===== config.mk =====
export PLATFORM = sky130hd
export DESIGN_NAME = line_buf3_flat
export DESIGN_NICKNAME = d
export VERILOG_FILES = /design/src/rtl/conv_pkg.sv /design/src/rtl/line_buf3_if.sv /design/src/rtl/line_mem.sv /design/src/rtl/line_buf3.sv /design/src/flat_wrapper.sv
export SDC_FILE = /design/constraint.sdc
export NUM_CORES = 1
export LEC_CHECK = 0
export CAP_MARGIN = 0
export CORE_MARGIN = 1
export CORE_UTILIZATION = 45
export CTS_CLUSTER_SIZE = 12
export DETAILED_ROUTE_END_ITERATION = 7
export PLACE_DENSITY = 0.65
export SLEW_MARGIN = 20
export SYNTH_ARGS = -nofsm -noshare
export SYNTH_HDL_FRONTEND = slang
export SYNTH_SLANG_ARGS = --single-unit

===== constraint.sdc =====
create_clock -name clk -period 2.19 [get_ports clk]
set_input_delay 0.438 -clock clk [delete_from_list [all_inputs] [get_ports clk]]
set_output_delay 0.438 -clock clk [all_outputs]
set_load 0.01 [all_outputs]

===== src/rtl/conv_pkg.sv =====
// Shared definitions for the conv33 front end: line-buffer FSM encoding and default geometry.
package conv_pkg;

    typedef enum logic [1:0] {
        FILL  = 2'd0,
        RUN   = 2'd1,
        FLUSH = 2'd2
    } lb_state_t;

    localparam int unsigned IMG_W = 8;
    localparam int unsigned IMG_H = 6;
    localparam int unsigned PIX_W = 8;

endpackage


===== src/rtl/line_buf3_if.sv =====
// Pixel-in / tap-out bundle for line_buf3; out_x/out_y exist only with LINE_BUF3_COORD_EN.
interface line_buf3_if #(
    parameter int unsigned W  = conv_pkg::IMG_W,
    parameter int unsigned H  = conv_pkg::IMG_H,
    parameter int unsigned DW = conv_pkg::PIX_W
);

    localparam int unsigned XW = $clog2(W);
    localparam int unsigned YW = $clog2(H);

    logic          in_valid;
    logic          in_ready;
    logic [DW-1:0] pix_in;
    logic          shift_en;
    logic [DW-1:0] pix_top;
    logic [DW-1:0] pix_mid;
    logic [DW-1:0] pix_bot;
    logic          frame_done;
`ifdef LINE_BUF3_COORD_EN
    logic [XW-1:0] out_x;
    logic [YW-1:0] out_y;

    modport master (
        output in_valid, pix_in,
        input  in_ready, shift_en, pix_top, pix_mid, pix_bot, frame_done, out_x, out_y
    );
    modport slave (
        input  in_valid, pix_in,
        output in_ready, shift_en, pix_top, pix_mid, pix_bot, frame_done, out_x, out_y
    );
`else
    modport master (
        output in_valid, pix_in,
        input  in_ready, shift_en, pix_top, pix_mid, pix_bot, frame_done
    );
    modport slave (
        input  in_valid, pix_in,
        output in_ready, shift_en, pix_top, pix_mid, pix_bot, frame_done
    );
`endif

endinterface


===== src/rtl/line_mem.sv =====
// One W x DW line of pixels: single write port, combinational read at the same address
// (read returns the old word during a write, i.e. read-before-write).
module line_mem #(
    parameter int unsigned W  = 8,
    parameter int unsigned DW = 8
) (
    input  logic                 clk,
    input  logic                 we,
    input  logic [$clog2(W)-1:0] addr,
    input  logic [DW-1:0]        wdata,
    output logic [DW-1:0]        rdata
);

    logic [DW-1:0] mem [W];

    always_ff @(posedge clk) begin
        if (we) mem[addr] <= wdata;
    end

    assign rdata = mem[addr];

endmodule


===== src/rtl/line_buf3.sv =====
// Raster-to-column line buffer producing zero-padded vertical tap triples for conv33.
// Optional centre-coordinate outputs under `LINE_BUF3_COORD_EN.
module line_buf3
    import conv_pkg::*;
#(
    parameter int unsigned W  = IMG_W,
    parameter int unsigned H  = IMG_H,
    parameter int unsigned DW = PIX_W
) (
    input  logic       clk,
    input  logic       rst,
    line_buf3_if.slave bus
);

    localparam int unsigned CXW = $clog2(W);
    localparam int unsigned RYW = $clog2(H);

    lb_state_t      state;
    logic [CXW-1:0] cx;
    logic [RYW-1:0] ry;
    logic           accept;
    logic           last_col;
    logic [DW-1:0]  a_rd;
    logic [DW-1:0]  b_rd;

    assign bus.in_ready = (state != FLUSH);
    assign accept       = bus.in_valid && bus.in_ready;
    assign last_col     = (cx == CXW'(W - 1));

    // lineA takes the row leaving lineB; lineB takes every incoming row
    line_mem #(.W(W), .DW(DW)) u_line_a (
        .clk   (clk),
        .we    (accept && (state == RUN)),
        .addr  (cx),
        .wdata (b_rd),
        .rdata (a_rd)
    );

    line_mem #(.W(W), .DW(DW)) u_line_b (
        .clk   (clk),
        .we    (accept),
        .addr  (cx),
        .wdata (bus.pix_in),
        .rdata (b_rd)
    );

    always_ff @(posedge clk or posedge rst) begin
        if (rst) begin
            state          <= FILL;
            cx             <= '0;
            ry             <= '0;
            bus.shift_en   <= 1'b0;
            bus.frame_done <= 1'b0;
            bus.pix_top    <= '0;
            bus.pix_mid    <= '0;
            bus.pix_bot    <= '0;
`ifdef LINE_BUF3_COORD_EN
            bus.out_x      <= '0;
            bus.out_y      <= '0;
`endif
        end else begin
            bus.shift_en   <= 1'b0;
            bus.frame_done <= 1'b0;
            case (state)
                FILL: begin
                    if (accept) begin
                        if (last_col) begin
                            cx    <= '0;
                            ry    <= RYW'(1);
                            state <= RUN;
                        end else begin
                            cx <= cx + CXW'(1);
                        end
                    end
                end
                RUN: begin
                    if (accept) begin
                        // first centre row has no row above: mask the stale lineA word
                        bus.pix_top  <= (ry == RYW'(1)) ? '0 : a_rd;
                        bus.pix_mid  <= b_rd;
                        bus.pix_bot  <= bus.pix_in;
                        bus.shift_en <= 1'b1;
`ifdef LINE_BUF3_COORD_EN
                        bus.out_x    <= cx;
                        bus.out_y    <= ry - RYW'(1);
`endif
                        if (last_col) begin
                            cx <= '0;
                            if (ry == RYW'(H - 1)) state <= FLUSH;
                            else                   ry    <= ry + RYW'(1);
                        end else begin
                            cx <= cx + CXW'(1);
                        end
                    end
                end
                FLUSH: begin
                    bus.pix_top  <= a_rd;
                    bus.pix_mid  <= b_rd;
                    bus.pix_bot  <= '0;
                    bus.shift_en <= 1'b1;
`ifdef LINE_BUF3_COORD_EN
                    bus.out_x    <= cx;
                    bus.out_y    <= RYW'(H - 1);
`endif
                    if (last_col) begin
                        bus.frame_done <= 1'b1;
                        cx             <= '0;
                        ry             <= '0;
                        state          <= FILL;
                    end else begin
                        cx <= cx + CXW'(1);
                    end
                end
                default: state <= FILL;
            endcase
        end
    end

endmodule


===== src/flat_wrapper.sv =====
// flat-port wrapper written by rule: the top's interface ports become plain ports
module line_buf3_flat import conv_pkg::*;
#(
    parameter int unsigned W  = IMG_W,
    parameter int unsigned H  = IMG_H,
    parameter int unsigned DW = PIX_W
)
  (clk, rst, bus_in_valid, bus_pix_in, bus_in_ready, bus_shift_en, bus_pix_top, bus_pix_mid, bus_pix_bot, bus_frame_done);
  line_buf3_if #(.W(W), .H(H), .DW(DW)) bus_i ();
  input  logic clk;
  input  logic rst;
  input wire logic [$bits(bus_i.in_valid)-1:0] bus_in_valid;
  input wire logic [$bits(bus_i.pix_in)-1:0] bus_pix_in;
  output wire logic [$bits(bus_i.in_ready)-1:0] bus_in_ready;
  output wire logic [$bits(bus_i.shift_en)-1:0] bus_shift_en;
  output wire logic [$bits(bus_i.pix_top)-1:0] bus_pix_top;
  output wire logic [$bits(bus_i.pix_mid)-1:0] bus_pix_mid;
  output wire logic [$bits(bus_i.pix_bot)-1:0] bus_pix_bot;
  output wire logic [$bits(bus_i.frame_done)-1:0] bus_frame_done;
  assign bus_i.in_valid = bus_in_valid;
  assign bus_i.pix_in = bus_pix_in;
  assign bus_in_ready = bus_i.in_ready;
  assign bus_shift_en = bus_i.shift_en;
  assign bus_pix_top = bus_i.pix_top;
  assign bus_pix_mid = bus_i.pix_mid;
  assign bus_pix_bot = bus_i.pix_bot;
  assign bus_frame_done = bus_i.frame_done;
  line_buf3 #(.W(W), .H(H), .DW(DW)) u_core (.clk(clk), .rst(rst), .bus(bus_i));
endmodule

# Yosys cells after proc, flatten, opt, wreduce, memory -nomap -nowiden
# Memory sizes are Yosys's and may differ from the RTL's.
# Index checks and enable logic that the tools add are counted.
[op_classes] add_sub_neg=2 n_eq_ne=14 muxes=31 reduce_logical=11
[op_table] operator="8-bit case mux with 2 select lines" n=3
[op_table] operator="8-bit two-way mux" n=4
[op_table] operator="3-bit two-way mux" n=8
[op_table] operator="2-bit two-way mux" n=6
[op_table] operator="2-bit by 1-bit != test with 1-bit output, second input constant" n=6
[op_table] operator="3-bit case mux with 3 select lines" n=1
[op_table] operator="7-bit AND reduction" n=1
[op_table] operator="3-bit by 1-bit adder with 3-bit output, second input constant" n=2
[op_table] operator="3-bit equality test, second input constant" n=2
[op_table] operator="1-bit two-way mux" n=6
[op_table] operator="2-bit != test, second input constant" n=3
[op_table] operator="2-bit case mux with 3 select lines" n=1
[op_table] operator="3-bit case mux with 2 select lines" n=1
[op_table] operator="6-bit AND reduction" n=1
[op_table] operator="2-bit AND reduction" n=2
[op_table] operator="2-bit nonzero test" n=2
[op_table] operator="3-bit by 1-bit equality test with 1-bit output, second input constant" n=1
[op_table] operator="3-bit nonzero test" n=1
[op_table] operator="2-bit by 1-bit equality test with 1-bit output, second input constant" n=1
[op_table] operator="2-bit equality test, second input constant" n=1
[op_table] operator="1-bit logical AND" n=2
[op_table] operator="2-bit logical NOT" n=1
[op_table] operator="1-bit case mux with 2 select lines" n=1
[op_table] operator="2-bit OR reduction" n=1
[totals] regBits=34 ramBits=128 inputBits=11 output_inout_bits=27 wordCells=68 n_memories=2
[memory_table] name="u_core.u_line_a.mem" depth=8 width=8 rd=1 rd_clocked_by_memory_dff=0 wr=1 line_no="line_mem.sv:14" text="logic [DW-1:0] mem [W];"
[memory_table] name="u_core.u_line_b.mem" depth=8 width=8 rd=1 rd_clocked_by_memory_dff=0 wr=1 line_no="line_mem.sv:14"

# Depth between registers and ports, before layout
[depth] ltp_word=5 ltp_mapped=8 ltp_nobuf=6

# By module
# From an unflattened synthesis, not the netlist that was laid out.
[unflattened] cells_unflattened=394 hier_area_um2=6735.2
[modules_own_cells] module="line_mem" instances=2 cells_per_inst=121 area_per_inst_um2=2555.0 seq_area_each_um2=1921.8
[modules_own_cells] module="line_buf3" instances=1 cells_per_inst=152 area_per_inst_um2=1625.3 seq_area_each_um2=850.8

# Least setup slack after synthesis
# Ideal clock, no wire load.
[synth_timing] kind="flip-flop to flip-flop" start="register u_core.state[1]" end="memory u_core.u_line_a.mem[0][0] (enable)" setup_ns=0.383 t_arrival_ns=1.857 t_required_ns=1.807 setup_slack_ns=-0.050 path_stages_with_launch=6 path_buffers=0 period_less_slack_ns=2.240 path_cell_list="dfrtp_1 -> inv_1 -> ha_1 -> inv_1 -> or3_1 -> nor3_1"
[synth_between] elab_chain_cells=5 word_cells_on_any_way=6 cone_classes="eq/ne: 2; mux: 2; reduce/logical: 2"
[synth_lines] item="start: declaration" line_no="line_buf3.sv:18" text="lb_state_t state;"
[synth_lines] item="start signal: assignment" line_no="line_buf3.sv:49" text="state <= FILL;"
[synth_lines] item="start signal: assignment" line_no="line_buf3.sv:70" text="state <= RUN;"
[synth_lines] item="start signal: assignment" line_no="line_buf3.sv:89" text="if (ry == RYW'(H - 1)) state <= FLUSH;"
[synth_lines] item="2-bit != test" line_no="line_buf3.sv:26" text="assign bus.in_ready = (state != FLUSH);"
[synth_lines] item="1-bit logical AND" line_no="line_buf3.sv:27" text="assign accept = bus.in_valid && bus.in_ready;"
[synth_lines] item="1-bit logical AND (*)" line_no="line_buf3.sv:33" text=".we (accept && (state == RUN)),"
[synth_lines] item="1-bit two-way mux (*)" line_no="line_mem.sv:17" text="if (we) mem[addr] <= wdata;"
[synth_lines] item="1-bit two-way mux (implied by the code) (*)" line_no="line_mem.sv:17"
[synth_lines] item="end: declaration" line_no="line_mem.sv:14"
# Mark *: on every way between the ends. The rest lies on a longest branch, timed or not.

# Worst setup path in the final report
[layout_timing] start="register u_core.cx[2]" end="register u_core.bus.pix_mid[7]"
[layout_between] elab_chain_cells=3
[layout_lines] item="start: declaration" line_no="line_buf3.sv:19" text="logic [CXW-1:0] cx;"
[layout_lines] item="start signal: assignment" line_no="line_buf3.sv:72" text="cx <= cx + CXW'(1);"
[layout_lines] item="start signal: assignment" line_no="line_buf3.sv:92" text="cx <= cx + CXW'(1);"
[layout_lines] item="start signal: assignment" line_no="line_buf3.sv:111" text="cx <= cx + CXW'(1);"
[layout_lines] item="memory 8 x 8 bit (*)"
[layout_lines] item="net u_core.b_rd[7]" line_no="line_buf3.sv:24" text="logic [DW-1:0] b_rd;"
[layout_lines] item="8-bit two-way mux" line_no="line_buf3.sv:77" text="if (accept) begin"
[layout_lines] item="8-bit case mux with 2 select lines (*)" line_no="line_buf3.sv:64" text="case (state)"
[layout_lines] item="end signal: assignment" line_no="line_buf3.sv:80" text="bus.pix_mid <= b_rd;"
[layout_lines] item="end signal: assignment" line_no="line_buf3.sv:98" text="bus.pix_mid <= b_rd;"
[layout_lines] item="end: declaration" line_no="line_buf3_if.sv:38" text="output in_ready, shift_en, pix_top, pix_mid, pix_bot, frame_done"
# Mark *: on every way through the listed nets, which the timed path passes. The rest lies on a longest branch. The select of a mux whose other input is x is not followed.
# A chain may end at the register's enable or synchronous reset.

==> results.yml <==
run_status:
  outcome: "finished clean"
finish:
  antenna_cells: 0
  area_growth_pct: 21.5
  final_nets: 518
  fillers: 1134
  drive_above_1_share: 0.208
placement:
  dp.final_hpwl_mm: 10.4
  gp_congestion: 0.849
  io_buffers: 37
sta:
  fin_crit_sh: 0.940
  clock.fmax_mhz: 486
  finalWorstPathRequiredPeriod_ns: 2.06
  slew_viol_final: 0
  hold_viol: 0
  tns_ns: 0
  tightest_slew_ns: 1.01
  skew_ns: 0.00884
  slew_headroom: 0.318
  finalSetupViolCount: 0
  rsz0062_at_grt: "no"
cts:
  clock-sinks: 162
  clockBufferDepth: 2
  htreeDepth: 4
  postCtsHoldBufs: 0
  cts-buffers-inserted: 17
  cts.clk_slew.worst_paths_ns: 0.06
  cts-root-buf: "clkbuf_16"
  clk_latency_ns: 0.43
  cts_tree: "yes"
run:
  cap_violations: 0
pwr:
  power.switching_mw: 3.91
  power.density_nw_per_um2: 1470
  cellLeakagePower_nw: 2.97
  swShare: 0.329
  power_frac_seq: 0.381
  ir_worst_vdd_uv: 742
  p_total_mw: 11.9
  p_int_mw: 7.98
  comb_power_share: 0.369
  p_clk_frac: 0.250
synthesis:
  syn-instance-count: 413
  ys_warn_count: 0
  synthFlopType: "edfxtp_1"
  syn_area_um2: 6650
  syn_avg_cell_area_um2: 16.1
  ys_async_sr_fraction: 0.210
  synth_top_area_share: 0.578
  synth_top_cell_by_area: "edfxtp_1"
  synthDistinctLibCells: 60
  synth_seq_cells: 162
  synth_area_leaders: "edfxtp_1 58%, dfrtp_1 13%, mux2i_1 3.9%, mux4_2 3.7%, ha_1 1.9%"
  synthesis.nets: 434
  synth_edf_count: 128
  ys_seq_area_frac: 0.706
worst_hold_path:
  hp-class: "primary input to asynchronous set/reset pin"
worst_setup_path:
  reg2regPathDepth: 6
  crit_slowest_cell: "dfrtp_2"
  crit_path_end_kind: "flop"
  crit_arrival_ns: 2.37
  timing.rr.end: "u_core.bus.pix_mid[7]"
  rrSetupSlack_ns: 0.13
  critPathLaunch: "u_core.cx[2]"
  setup.worst_path.class: "flop to flop"
  crit_path_frequent_cell: "buf_4"
  critical_path_buf_inv_count: 2
  cp_max_fo: 11
  critPathMaxStageDelay_ns: 0.50
  worstSetupStartpointType: "flop"
  r2r-start: "u_core.cx[2]"
  crit_family: "multiplexers"
  required_ns: 2.50
  crit_chain: "buf_4 -> mux2_4 -> a221oi_2 -> nand4_1 -> buf_4 -> mux2_2"
floorplanning:
  core_area_um2: 14500
  rows: 44
  ios: 38
  start_util: 0.459
  die_x_um: 124
  die_h_um: 124
  die_area_um2: 15300
routing:
  viasPerCell: 5.60
  via_count: 3889
  drc: 0
  drtIter0Drc: 374
  avgRoutedWirePerCell_um: 21.5
  postRouteWirelength_mm: 14.9
  final_antenna_net_count: 0
  drtPass1Iterations: 4
grt:
  antenna_found_initial: 0
  overflow: 0
  grt_pass1_vias: 3959
  grt_first_pass_wirelength_mm: 23.5
  grt_max_degree: 40
  grt_use_total: 0.222
==> cell usage in the layout, fill, tap and decap left out, types with 3 or more instances in the layout <==
cell type        count
clkbuf_16           17
nor3_1               5
nand3b_1             3
nand2b_1             7
edfxtp_1           128
o22ai_1              4
clkinvlp_4           5
o21ai_1              4
dfrtp_1             33
or3_1                5
mux2i_1             26
bufinv_16            3
nor2b_1              4
buf_4               47
nor2_1              19
o21ai_0             14
a211oi_1             5
nand3_1              8
mux2_2               9
a22o_1              10
clkdlybuf4s50_1     36
ha_1                10
a21oi_1              4
or2_1                4
a221oi_1             7
nand2_1             22
inv_1               12
mux4_2              11
==> sequential cells by signal (all words and copies together) (netlist names) <==
name / cells
u_core.bus.frame_done: 1
u_core.u_line_b.mem: 64
u_core.u_line_a.mem: 64
u_core.cx: 3
u_core.bus.shift_en: 1
u_core.bus.pix_bot: 8
u_core.bus.pix_top: 8
u_core.bus.pix_mid: 8
u_core.ry: 3
u_core.state: 2
==> power groups by stage <==
stage | clock network [mW] | logic [mW] | registers [mW]
global route | 3.12 | 4.78 | 4.58
finish | 2.98 | 4.38 | 4.52
floorplan | 0 | 2.62 | 4.60
CTS | 3.01 | 4.36 | 4.54
global placement | 0 | 4.26 | 4.57
detailed placement | 0 | 4.34 | 4.60
==> routing by layer <==
layer,share of wire,track usage,up-vias,wire length (um)
li1,-,-,1760,-
met1,0.43,0.289,1970,6480
met2,0.49,0.362,127,7380
met3,0.050,0.0438,32,741
met4,0.023,0.0941,0,346
met5,0,0,-,0
==> area by class of cell <==
cell class              instances  area (um^2)  area share
clock buffers                  18          429      0.0531
inverters                      13         48.8     0.00604
clock inverters                14          163      0.0201
repair buffers                 86          766      0.0948
flip-flops and latches        162         4700       0.581
multi-input cells             217         1750       0.216
well taps                     184          230      0.0285
==> metrics by stage <==
stage	hold slack, ns	instance area, um^2	util	setup WS (ns)	cells
2_1_floorplan	0.480	6650	-	-0.0501	413
3_3_place_gp	0.462	7460	0.515	-0.0778	658
3_5_place_dp	0.472	7460	0.515	-0.105	658
4_1_cts	0.315	8050	0.556	0.0427	690
5_1_grt	0.339	8080	0.558	0.0216	694
6_report	0.303	8080	0.558	0.132	694
==> worst max-delay path by stage <==
stage,slack [ns],to,cells past startpoint
after floorplan,-0.05,u_core.u_line_a.mem[0][0],5
after global placement,-0.08,u_core.u_line_a.mem[2][7],5
after detailed placement,-0.11,u_core.u_line_a.mem[2][2],5
after CTS,0.04,bus_in_ready,4
after global routing,0.02,u_core.u_line_a.mem[2][1],3
final,0.13,u_core.bus.pix_mid[7],6
==> synthesized netlist by cell type, types with 2 or more instances <==
cell,instances
edfxtp_1,128
dfrtp_1,34
mux2i_1,26
nand2_1,22
nor2_1,19
o21ai_0,14
inv_1,12
mux4_2,11
a22o_1,10
buf_2,10
ha_1,10
mux2_2,9
buf_6,8
nand3_1,8
a221oi_1,7
nand2b_1,7
a211oi_1,5
nor3_1,5
or3_1,5
a21oi_1,4
nor2b_1,4
o21ai_1,4
o22ai_1,4
or2_1,4
nand3b_1,3
and2_1,2
and3b_1,2
buf_4,2
o21a_1,2
o31a_1,2
==> worst reg2reg max path: stages (launching register included) <==
cell and delay [ns]:
dfrtp_2 0.50, buf_4 0.22, mux2_4 0.31, a221oi_2 0.31, nand4_1 0.13, buf_4 0.18, mux2_2 0.28
==> cells by family (layout without fill, tap and decap cells) <==
group	after synthesis	in the layout	synth area share
compound gates	70	70	0.0790
flops	162	162	0.706
fa+ha+maj	10	10	0.0188
buf+inv	34	131	0.0312
simple gates	89	89	0.0694
mux	48	48	0.0956
==> repair_timing <==
action                     CTS  global route
buffers inserted             0             4
gates resized for setup      0             1
setup endpoints to repair    0             2
No activity file was read; power rests on OpenSTA's default activity.
